<file path="src/rtl/fractal_pipeline_scheduler_if.sv">
// ============================================================================
//  Module      : fractal_pipeline_scheduler_if
//  Description : Bundles the pixel input stream, finished-pixel output stream
//                and the fractal_kernel datapath seen by the scheduler.
//                master = scheduler side, slave = surrounding logic side.
//  Revision    : 1.0  initial release
// ============================================================================
`default_nettype none

interface fractal_pipeline_scheduler_if #(
  parameter int DATA_WIDTH = 32,
  parameter int TAG_WIDTH  = 20
);
  // Pixel input stream from the coordinate generator
  logic                  s_valid;
  logic                  s_ready;
  logic [DATA_WIDTH-1:0] s_cr;
  logic [DATA_WIDTH-1:0] s_ci;
  logic [TAG_WIDTH-1:0]  s_tag;

  // Finished pixel stream towards the colour mapper
  logic                  m_valid;
  logic                  m_ready;
  logic [7:0]            m_iter;
  logic [TAG_WIDTH-1:0]  m_tag;

  // Kernel inputs
  logic [DATA_WIDTH-1:0] k_zr_in;
  logic [DATA_WIDTH-1:0] k_zi_in;
  logic [DATA_WIDTH-1:0] k_cr_in;
  logic [DATA_WIDTH-1:0] k_ci_in;
  logic [7:0]            k_iter_in;
  logic                  k_finished_in;
  logic                  k_inc_enabled;

  // Kernel outputs
  logic [DATA_WIDTH-1:0] k_zr_out;
  logic [DATA_WIDTH-1:0] k_zi_out;
  logic [DATA_WIDTH-1:0] k_cr_out;
  logic [DATA_WIDTH-1:0] k_ci_out;
  logic [7:0]            k_iter_out;
  logic                  k_finished_out;

  modport master (
    input  s_valid, s_cr, s_ci, s_tag,
    output s_ready,
    output m_valid, m_iter, m_tag,
    input  m_ready,
    output k_zr_in, k_zi_in, k_cr_in, k_ci_in, k_iter_in, k_finished_in, k_inc_enabled,
    input  k_zr_out, k_zi_out, k_cr_out, k_ci_out, k_iter_out, k_finished_out
  );

  modport slave (
    output s_valid, s_cr, s_ci, s_tag,
    input  s_ready,
    input  m_valid, m_iter, m_tag,
    output m_ready,
    input  k_zr_in, k_zi_in, k_cr_in, k_ci_in, k_iter_in, k_finished_in, k_inc_enabled,
    output k_zr_out, k_zi_out, k_cr_out, k_ci_out, k_iter_out, k_finished_out
  );
endinterface

`default_nettype wire

</file>
<file path="src/rtl/fractal_pipeline_scheduler.sv">
// ============================================================================
//  Module      : fractal_pipeline_scheduler
//  Description : Keeps the fixed-latency fractal kernel loop full. Each of the
//                KERNEL_LATENCY cycles of the loop is a slot; a slot returning
//                from the kernel is either recirculated, retired into a
//                1-entry output register, or freed for a new pixel.
//  Revision    : 1.0  initial release
// ============================================================================
`default_nettype none

module fractal_pipeline_scheduler #(
  parameter int KERNEL_LATENCY = 8,
  parameter int DATA_WIDTH     = 32,
  parameter int TAG_WIDTH      = 20
) (
  input  logic                         clk,
  input  logic                         reset,
  fractal_pipeline_scheduler_if.master io,
  output logic                         busy
);

  localparam int LAST = KERNEL_LATENCY - 1;

  // Slot bookkeeping travelling alongside the kernel (the kernel itself has no reset)
  logic [KERNEL_LATENCY-1:0] vld_pipe_q, vld_pipe_d;
  logic [TAG_WIDTH-1:0]      tag_pipe_q [KERNEL_LATENCY];
  logic [TAG_WIDTH-1:0]      tag_pipe_d [KERNEL_LATENCY];

  // Output skid register
  logic                 m_valid_q, m_valid_d;
  logic [7:0]           m_iter_q,  m_iter_d;
  logic [TAG_WIDTH-1:0] m_tag_q,   m_tag_d;

  // Decisions for the slot currently returning from the kernel
  logic                 ret_vld;
  logic [TAG_WIDTH-1:0] ret_tag;
  logic                 out_free;
  logic                 recirc;
  logic                 retire;
  logic                 slot_free;
  logic                 inject;

  // Classify the returning slot; a slot is free unless it has to go round again
  always_comb begin
    ret_vld   = vld_pipe_q[LAST];
    ret_tag   = tag_pipe_q[LAST];
    out_free  = !m_valid_q || io.m_ready;
    // Unfinished slots always recirculate; finished ones recirculate only
    // while the output register is occupied and not draining.
    recirc    = ret_vld && (!io.k_finished_out || !out_free);
    retire    = ret_vld && io.k_finished_out && out_free;
    slot_free = !recirc;
    inject    = slot_free && io.s_valid;
  end

  assign io.s_ready = slot_free;

  // Kernel input mux: recirculate, inject a new pixel, or send a zeroed bubble
  always_comb begin
    io.k_zr_in       = '0;
    io.k_zi_in       = '0;
    io.k_cr_in       = '0;
    io.k_ci_in       = '0;
    io.k_iter_in     = '0;
    io.k_finished_in = 1'b0;
    io.k_inc_enabled = 1'b0;
    if (recirc) begin
      io.k_zr_in       = io.k_zr_out;
      io.k_zi_in       = io.k_zi_out;
      io.k_cr_in       = io.k_cr_out;
      io.k_ci_in       = io.k_ci_out;
      io.k_iter_in     = io.k_iter_out;
      // A finished slot parked in the loop keeps finished=1 so its iter is held
      io.k_finished_in = io.k_finished_out;
      io.k_inc_enabled = 1'b1;
    end else if (inject) begin
      io.k_cr_in       = io.s_cr;
      io.k_ci_in       = io.s_ci;
      io.k_inc_enabled = 1'b1;
    end
  end

  // Next slot state: head of the pipe takes the recirculated or injected slot
  always_comb begin
    vld_pipe_d    = '0;
    vld_pipe_d[0] = recirc || inject;
    tag_pipe_d[0] = '0;
    if (recirc) begin
      tag_pipe_d[0] = ret_tag;
    end else if (inject) begin
      tag_pipe_d[0] = io.s_tag;
    end
    for (int i = 1; i < KERNEL_LATENCY; i++) begin
      vld_pipe_d[i] = vld_pipe_q[i-1];
      tag_pipe_d[i] = tag_pipe_q[i-1];
    end
  end

  // Output register: load on retire, otherwise clear valid once drained
  always_comb begin
    m_valid_d = m_valid_q;
    m_iter_d  = m_iter_q;
    m_tag_d   = m_tag_q;
    if (retire) begin
      m_valid_d = 1'b1;
      m_iter_d  = io.k_iter_out;
      m_tag_d   = ret_tag;
    end else if (io.m_ready) begin
      m_valid_d = 1'b0;
    end
  end

  // Control state with synchronous reset; reset discards every in-flight slot
  always_ff @(posedge clk) begin
    if (reset) begin
      vld_pipe_q <= '0;
      m_valid_q  <= 1'b0;
      m_iter_q   <= '0;
      m_tag_q    <= '0;
    end else begin
      vld_pipe_q <= vld_pipe_d;
      m_valid_q  <= m_valid_d;
      m_iter_q   <= m_iter_d;
      m_tag_q    <= m_tag_d;
    end
  end

  // Tags are qualified by vld_pipe_q, so they need no reset
  always_ff @(posedge clk) begin
    for (int i = 0; i < KERNEL_LATENCY; i++) begin
      tag_pipe_q[i] <= tag_pipe_d[i];
    end
  end

  assign io.m_valid = m_valid_q;
  assign io.m_iter  = m_iter_q;
  assign io.m_tag   = m_tag_q;

  assign busy = (|vld_pipe_q) || m_valid_q;

endmodule

`default_nettype wire

</file>
<file path="src/flat_wrapper.sv">
// flat-port wrapper written by rule: the top's interface ports become plain ports
module fractal_pipeline_scheduler_flat 
#(
  parameter int KERNEL_LATENCY = 8,
  parameter int DATA_WIDTH     = 32,
  parameter int TAG_WIDTH      = 20
)
  (clk, reset, busy, io_s_valid, io_s_cr, io_s_ci, io_s_tag, io_s_ready, io_m_valid, io_m_iter, io_m_tag, io_m_ready, io_k_zr_in, io_k_zi_in, io_k_cr_in, io_k_ci_in, io_k_iter_in, io_k_finished_in, io_k_inc_enabled, io_k_zr_out, io_k_zi_out, io_k_cr_out, io_k_ci_out, io_k_iter_out, io_k_finished_out);
  fractal_pipeline_scheduler_if #(.DATA_WIDTH(DATA_WIDTH), .TAG_WIDTH(TAG_WIDTH)) io_i ();
  input  logic clk;
  input  logic reset;
  output logic busy;
  input wire logic [$bits(io_i.s_valid)-1:0] io_s_valid;
  input wire logic [$bits(io_i.s_cr)-1:0] io_s_cr;
  input wire logic [$bits(io_i.s_ci)-1:0] io_s_ci;
  input wire logic [$bits(io_i.s_tag)-1:0] io_s_tag;
  output wire logic [$bits(io_i.s_ready)-1:0] io_s_ready;
  output wire logic [$bits(io_i.m_valid)-1:0] io_m_valid;
  output wire logic [$bits(io_i.m_iter)-1:0] io_m_iter;
  output wire logic [$bits(io_i.m_tag)-1:0] io_m_tag;
  input wire logic [$bits(io_i.m_ready)-1:0] io_m_ready;
  output wire logic [$bits(io_i.k_zr_in)-1:0] io_k_zr_in;
  output wire logic [$bits(io_i.k_zi_in)-1:0] io_k_zi_in;
  output wire logic [$bits(io_i.k_cr_in)-1:0] io_k_cr_in;
  output wire logic [$bits(io_i.k_ci_in)-1:0] io_k_ci_in;
  output wire logic [$bits(io_i.k_iter_in)-1:0] io_k_iter_in;
  output wire logic [$bits(io_i.k_finished_in)-1:0] io_k_finished_in;
  output wire logic [$bits(io_i.k_inc_enabled)-1:0] io_k_inc_enabled;
  input wire logic [$bits(io_i.k_zr_out)-1:0] io_k_zr_out;
  input wire logic [$bits(io_i.k_zi_out)-1:0] io_k_zi_out;
  input wire logic [$bits(io_i.k_cr_out)-1:0] io_k_cr_out;
  input wire logic [$bits(io_i.k_ci_out)-1:0] io_k_ci_out;
  input wire logic [$bits(io_i.k_iter_out)-1:0] io_k_iter_out;
  input wire logic [$bits(io_i.k_finished_out)-1:0] io_k_finished_out;
  assign io_i.s_valid = io_s_valid;
  assign io_i.s_cr = io_s_cr;
  assign io_i.s_ci = io_s_ci;
  assign io_i.s_tag = io_s_tag;
  assign io_s_ready = io_i.s_ready;
  assign io_m_valid = io_i.m_valid;
  assign io_m_iter = io_i.m_iter;
  assign io_m_tag = io_i.m_tag;
  assign io_i.m_ready = io_m_ready;
  assign io_k_zr_in = io_i.k_zr_in;
  assign io_k_zi_in = io_i.k_zi_in;
  assign io_k_cr_in = io_i.k_cr_in;
  assign io_k_ci_in = io_i.k_ci_in;
  assign io_k_iter_in = io_i.k_iter_in;
  assign io_k_finished_in = io_i.k_finished_in;
  assign io_k_inc_enabled = io_i.k_inc_enabled;
  assign io_i.k_zr_out = io_k_zr_out;
  assign io_i.k_zi_out = io_k_zi_out;
  assign io_i.k_cr_out = io_k_cr_out;
  assign io_i.k_ci_out = io_k_ci_out;
  assign io_i.k_iter_out = io_k_iter_out;
  assign io_i.k_finished_out = io_k_finished_out;
  fractal_pipeline_scheduler #(.KERNEL_LATENCY(KERNEL_LATENCY), .DATA_WIDTH(DATA_WIDTH), .TAG_WIDTH(TAG_WIDTH)) u_core (.clk(clk), .reset(reset), .io(io_i), .busy(busy));
endmodule
</file>
<file path="config.mk">
export PLATFORM = sky130hd
export DESIGN_NAME = fractal_pipeline_scheduler_flat
export DESIGN_NICKNAME = d
export VERILOG_FILES = /design/src/rtl/fractal_pipeline_scheduler_if.sv /design/src/rtl/fractal_pipeline_scheduler.sv /design/src/flat_wrapper.sv
export SDC_FILE = /design/constraint.sdc
export NUM_CORES = 1
export LEC_CHECK = 0
export BUFFER_PORTS_ARGS = -buffer_cell sky130_fd_sc_hd__buf_2
export CELL_PAD_IN_SITES_DETAIL_PLACEMENT = 0
export CELL_PAD_IN_SITES_GLOBAL_PLACEMENT = 1
export CORE_AREA = 2 2 155 157
export CTS_CLUSTER_DIAMETER = 30
export DETAILED_ROUTE_END_ITERATION = 7
export DIE_AREA = 0 0 157 159
export PLACE_DENSITY_LB_ADDON = 0.3
export SLEW_MARGIN = 25
export SYNTH_ARGS = -nofsm -noshare
export SYNTH_HDL_FRONTEND = slang
export SYNTH_SLANG_ARGS = --single-unit
</file>
<file path="constraint.sdc">
create_clock -name clk -period 1.3 [get_ports clk]
set_input_delay 0.195 -clock clk [delete_from_list [all_inputs] [get_ports clk]]
set_output_delay 0.195 -clock clk [all_outputs]
set_load 0.01 [all_outputs]
</file>
After elaboration in Yosys (flattened, before gate mapping)
Memories as Yosys holds them, arrays and structs flattened. Cells that the tools add are included.

Multiplexer cells: 14. Reduce and logical (&&, ||, !) cells: 14.

Operators by type and width (number): $mux W32 (6); $mux W20 (2); $mux W8 (1); $reduce_or A8 Y1 (1); $mux W1 (5); $logic_and A1 B1 Y1 (4); $logic_not A1 Y1 (4); $logic_or A1 B1 Y1 (4); $reduce_bool A2 Y1 (1).

Bits in registers: 37. Bits in writable memories: 160. Memories: 1.

Memories: u_core.tag_pipe_q (depth 8, bits a word 20, rd ports 8, clocked after Yosys merged registers in 0, wr ports 8, line fractal_pipeline_scheduler.sv:26) `logic [TAG_WIDTH-1:0] tag_pipe_q [KERNEL_LATENCY];`.

Depth between registers and ports, before layout
Depth after elaboration: 9. Mapped depth: 6. Depth with buffers taken out: 4.

Worst setup path before layout
Ideal clock, no wire load.

Path type: flip-flop to output port. Start point: reg u_core.m_valid_q, in the netlist u_core.io.m_valid. End point: out io_k_ci_in[10]. Arrival time: 1.225 ns. Data required time: 1.105 ns. Setup slack: -0.120 ns. Cell stages (with the launch flop): 7. Path buffers: 3. Path through: dfxtp_1 > and2b_1 > buf_4 > nor2_4 > buf_6 > buf_6 > o22ai_1.

Word-level cells in the longest chain between the ends: 9.

RTL lines: start: declaration (line fractal_pipeline_scheduler.sv:30) `logic m_valid_q, m_valid_d;`; start signal: assignment (line fractal_pipeline_scheduler.sv:122) `m_valid_q <= m_valid_d;`; $logic_not A1 Y1 (*) (line fractal_pipeline_scheduler.sv:47) `out_free = !m_valid_q || io.m_ready;`; $logic_or A1 B1 Y1 (*) (line fractal_pipeline_scheduler.sv:47); $logic_not A1 Y1 (*) (line fractal_pipeline_scheduler.sv:50) `recirc = ret_vld && (!io.k_finished_out || !out_free);`; $logic_or A1 B1 Y1 (*) (line fractal_pipeline_scheduler.sv:50); $logic_and A1 B1 Y1 (*) (line fractal_pipeline_scheduler.sv:50); $logic_not A1 Y1 (line fractal_pipeline_scheduler.sv:52) `slot_free = !recirc;`; $logic_and A1 B1 Y1 (line fractal_pipeline_scheduler.sv:53) `inject = slot_free && io.s_valid;`; $mux W32 (line fractal_pipeline_scheduler.sv:76) `end else if (inject) begin`; $mux W32 (*) (line fractal_pipeline_scheduler.sv:67) `if (recirc) begin`; end: declaration (line flat_wrapper.sv:25) `output wire logic [$bits(io_i.k_ci_in)-1:0] io_k_ci_in;`.

Every way passes the cells marked *; elsewhere a longest branch is shown, timed or not.

Final worst setup path
Start point: reg u_core.m_valid_q, in the netlist u_core.io.m_valid. End point: out io_k_zi_in[30].

Word-level cells in the longest chain between the ends: 6.

RTL lines: $logic_not A1 Y1 (line fractal_pipeline_scheduler.sv:47); $logic_or A1 B1 Y1 (line fractal_pipeline_scheduler.sv:47); $logic_not A1 Y1 (line fractal_pipeline_scheduler.sv:50); $logic_or A1 B1 Y1 (line fractal_pipeline_scheduler.sv:50); $logic_and A1 B1 Y1 (line fractal_pipeline_scheduler.sv:50); $mux W32 (line fractal_pipeline_scheduler.sv:67); end: declaration (line flat_wrapper.sv:23) `output wire logic [$bits(io_i.k_zi_in)-1:0] io_k_zi_in;`.

Every way passes these cells.

==> results list <==
- CTS sink count: between 150 and 200
* Routed Wire Length: 24790 µm
* Library cells used by synthesis: 23
- Worst path max stage delay: 0.37 ns
- Result of the run: finished, violations left
- After detailed routing, the met2 layer carries 12190 µm of wire.
* Synthesized netlist net count: just over 900
- At the worst endpoint, the arrival time is 1.74 ns.
- Cell internal power was estimated by the tool at around 9400 µW.
- The number of global-route vias before repair is between 6k and 7k.
* Number of buffers inserted by hold repair at cts: 0
* Final worst path period need: between 1.5 and 2 ns
- The floorplan step defined a core boundary enclosing 0.02319 mm².
* Number of enable flip-flop cells after synthesis: 0
* Fraction of registers with async set/reset: 0%
- DP Area: between 0.009 and 0.01 mm²
* Input/output buffers: about 390
- Number of non-filler instances in the completed layout: 1440
- During I/O placement, the number of pins put on the boundary was a little under 400.
* Top-count cell post-synth: dfxtp_1
* Clock power frac: 38.8%
- The first global-routing pass estimated 34380 µm of wire.
* Count of endpoints failing setup in the final report: between 150 and 200
- Number of nets in the layout: 1329
- Detailed placement ended at an HPWL of approximately 18000 µm.
- The tool flagged a number of max-cap violations equal to 0.
* Max-slew headroom: between 70% and 80%
* Number of nets with antenna violations after routing: 0
- For this design the ratio of total power to cell area is between 1000 and 1500 mW/mm².
- Across all setup checks in the final design, the least slack found is -0.6378 ns.
- Top fanout value on the critical path: 9
* Initial antenna violation count: 8
- Chip width: about 160 µm
- After detailed routing, the wire length on met1 is 10080 µm.
* Pin count of the biggest net entering global routing: 40
* Net switching power figure: roughly 2800 µW
- Clock tree from TritonCTS: done
- FP Rows: 56
- The total overflow left after global routing is 0.
- Dividing the detail-routed wire length by the instance count gives 17.22 µm.
- VDD IR max: 0.001013 V
- Total of flip-flops plus latches after synthesis: 197
* Max H-tree Level: 4
- Number of cells on the worst hold path: 3
* Starting Density: between 20% and 30%
- After synthesis, flip-flops and latches occupy 60.91% of the total area.
- Ranked by total cell area, the synthesized netlist is headed by dfxtp_1 (61%), nand2_1 (9.9%), o22ai_1 (8.1%).
* Pwr Total: approximately 12000 µW
- For this run, design rule violations remaining after detail routing come to 0.
- Portion of total power attributed to sequential cells: 52.1%
* Initial DRT Pass Iterations: 4
- The first routing iteration left 276 violations.
- In the synthesized netlist the dominant register cell turns out to be dfxtp_1.
- Worst Tran Pin Value: 0.3613 ns
- Kind of end point of the critical path: primary output
- The congestion estimate from routability-driven global placement came to 0.9188.
- Clock transition at path regs: 0.07 ns
- The floorplan step set the die height to 159 µm.
- The highest layer touched by signal routing is met5.
- Fmax: between 500 and 600 MHz
- In the synthesized netlist, the cells that appear most often are dfxtp_1 (197), nand2_1 (170), o22ai_1 (84).
- Yosys synthesis warning count: 0
- Average size of a mapped cell: around 9.4 µm²
* Hold crit path type: primary input to register
* Failing checks: negative setup slack
* Type of the worst setup path: register to primary output
* Critical Path RT: around 1.1 ns
- The total count of hold-check failures in the final report came to 0.
* Combinational Power Share: 9.2%
- Cells fill between 40 and 50% of the core in the end.
* Cell at the root of the clock tree: clkbuf_16
* Maximum buffer depth of the clock tree: 2
* RSZ-0062 raised after global routing: yes
- Layout area overhead: 72.25%
- STA classifies the critical path startpoint as a register.
- Post-synthesis cell type with the largest combined area: dfxtp_1
- Fin area: 0.01115 mm²
* Fin crit share: 149.1%
* Average vias per placed instance: between 4 and 5
- In this run the static leakage power is 0.005056 µW.
- Synthesized netlist cell count: 692
- Detailed routing placed a total of about 1800 µm of wire on met3.
* Share of total power consumed by net switching: 23.14%
- The slowest stage of the critical path is the dfxtp_4 cell.
* Share of cells above drive strength 1: 54.75%
- The signal on the critical path passes through nand2b_4, a21boi_4, buf_12, buf_16, clkbuf_16, and2_1, buf_2.
- Floorplan die area: 0.02496 mm²
- Vias post-DR: roughly 6.5k
- Clock skew after layout: 0.007942 ns
- The number of cells on the worst reg-to-reg path is 8.
- The number of pins exceeding their max-slew limit in the final report came to 0.
- In the global route stage, overall resource usage came out at 18.18%.
* Post-Place Cells: 1386
- TritonCTS Buffers: 17
- Worst-Skew Late Latency: between 0.4 and 0.5 ns
- Top cell type's share of synthesized area: just over 60%
* Synthesized area: 0.006475 mm²
==> metrics by stage <==
| step | hold WS, ns | setup WS (ns) | TNS [ns] |
|---|---|---|---|
| 5_1_grt | 0.02967 | -0.7232 | -93.53 |
| 6_report | 0.03724 | -0.6378 | -82.36 |
| 2_1_floorplan | 0.3096 | -0.03887 | -2.172 |
| 3_5_place_dp | 0.3121 | -0.3128 | -34.53 |
| 4_1_cts | 0.01409 | -0.6413 | -84.91 |
| 3_3_place_gp | 0.3098 | -0.2893 | -32.04 |
==> power by group through the flow <==
stage | registers (µW) | logic [µW] | clock network [µW]
detailed placement | 6510 | 1030 | 0
CTS | 6370 | 1080 | 4890
finish | 6370 | 1120 | 4740
global placement | 6500 | 1030 | 0
global route | 6390 | 1200 | 5120
floorplan | 6490 | 432 | 0
==> cells by family (layout without fill, tap and decap cells) <==
logic type | after synthesis | count (layout) | share of synthesized area, %
and+or+nand+nor | 285 | 285 | 20.95
other | 0 | 5 | 0
buffers and inverters | 67 | 491 | 5.372
DFF | 197 | 197 | 60.91
AOI/OAI and AO/OA | 143 | 143 | 12.77
==> path summary, 6_finish.rpt <==
kind	from	endpoint	slack [ns]
min	io_k_iter_out[5]	u_core.io.m_iter[5]	0.04
max	u_core.io.m_valid	io_k_zi_in[30]	-0.64
min reg2reg	u_core.tag_pipe_q[1][41]	u_core.tag_pipe_q[1][61]	0.32
max reg2reg	u_core.io.m_valid	u_core.tag_pipe_q[0][3]	-0.22
==> registers in the layout (all words and copies together), names as in the netlist <==
signal,cells
u_core.tag_pipe_q,160
u_core.io.m_tag,20
u_core.io.m_iter,8
u_core.vld_pipe_q,8
u_core.io.m_valid,1
==> worst max-delay path, delay by kind of cell, from the launching register on <==
kind	cells	cell delay, ns
DFF	1	0.37
AOI/OAI and AO/OA	1	0.15
and+or+nand+nor	2	0.18
buffers and inverters	4	0.62
==> metal layers <==
layer  track usage [%]  up-vias
met3             4.981       37
met5                 0        -
met4             6.547        8
met2             30.80      272
met1             21.99     2992
li1                  -     3158
==> cell type report <==
cell class | count | area (µm²)
multi-input combinational | 428 | 2892
sequential | 197 | 3951
antenna | 5 | 12.51
tap | 319 | 399.1
clock inverter | 13 | 101.3
timing repair buffer | 457 | 3339
inverter | 3 | 18.77
fill | 2213 | 12040
clock buffer | 18 | 439.2
==> cell usage in the layout, fill, tap and decap left out, types with 2 or more instances in the layout <==
| cell | count |
|---|---|
| buf_2 | 334 |
| dfxtp_1 | 195 |
| nand2_1 | 169 |
| buf_6 | 73 |
| o22ai_2 | 52 |
| and2_4 | 42 |
| and2_1 | 30 |
| a21oi_1 | 29 |
| nand4_1 | 28 |
| clkbuf_16 | 24 |
| o22ai_4 | 16 |
| o22ai_1 | 16 |
| buf_12 | 15 |
| buf_4 | 15 |
| o21ai_1 | 14 |
| o21ai_0 | 14 |
| buf_8 | 8 |
| nor2b_1 | 7 |
| diode_2 | 5 |
| buf_16 | 5 |
| clkinv_2 | 4 |
| inv_8 | 3 |
| clkinv_4 | 3 |
| inv_1 | 2 |
| nor2_4 | 2 |
| inv_6 | 2 |
| clkinvlp_4 | 2 |
| dfxtp_4 | 2 |
==> what timing repair did <==
item / 4_1_cts / 5_1_grt
pin swaps: 21 / 35
endpoints found under the setup margin: 184 / 188
buffers inserted: 4 / 5
gates resized for setup: 55 / 140
gates cloned: 2 / 8
Note: power is estimated with default switching activity, not from simulation.
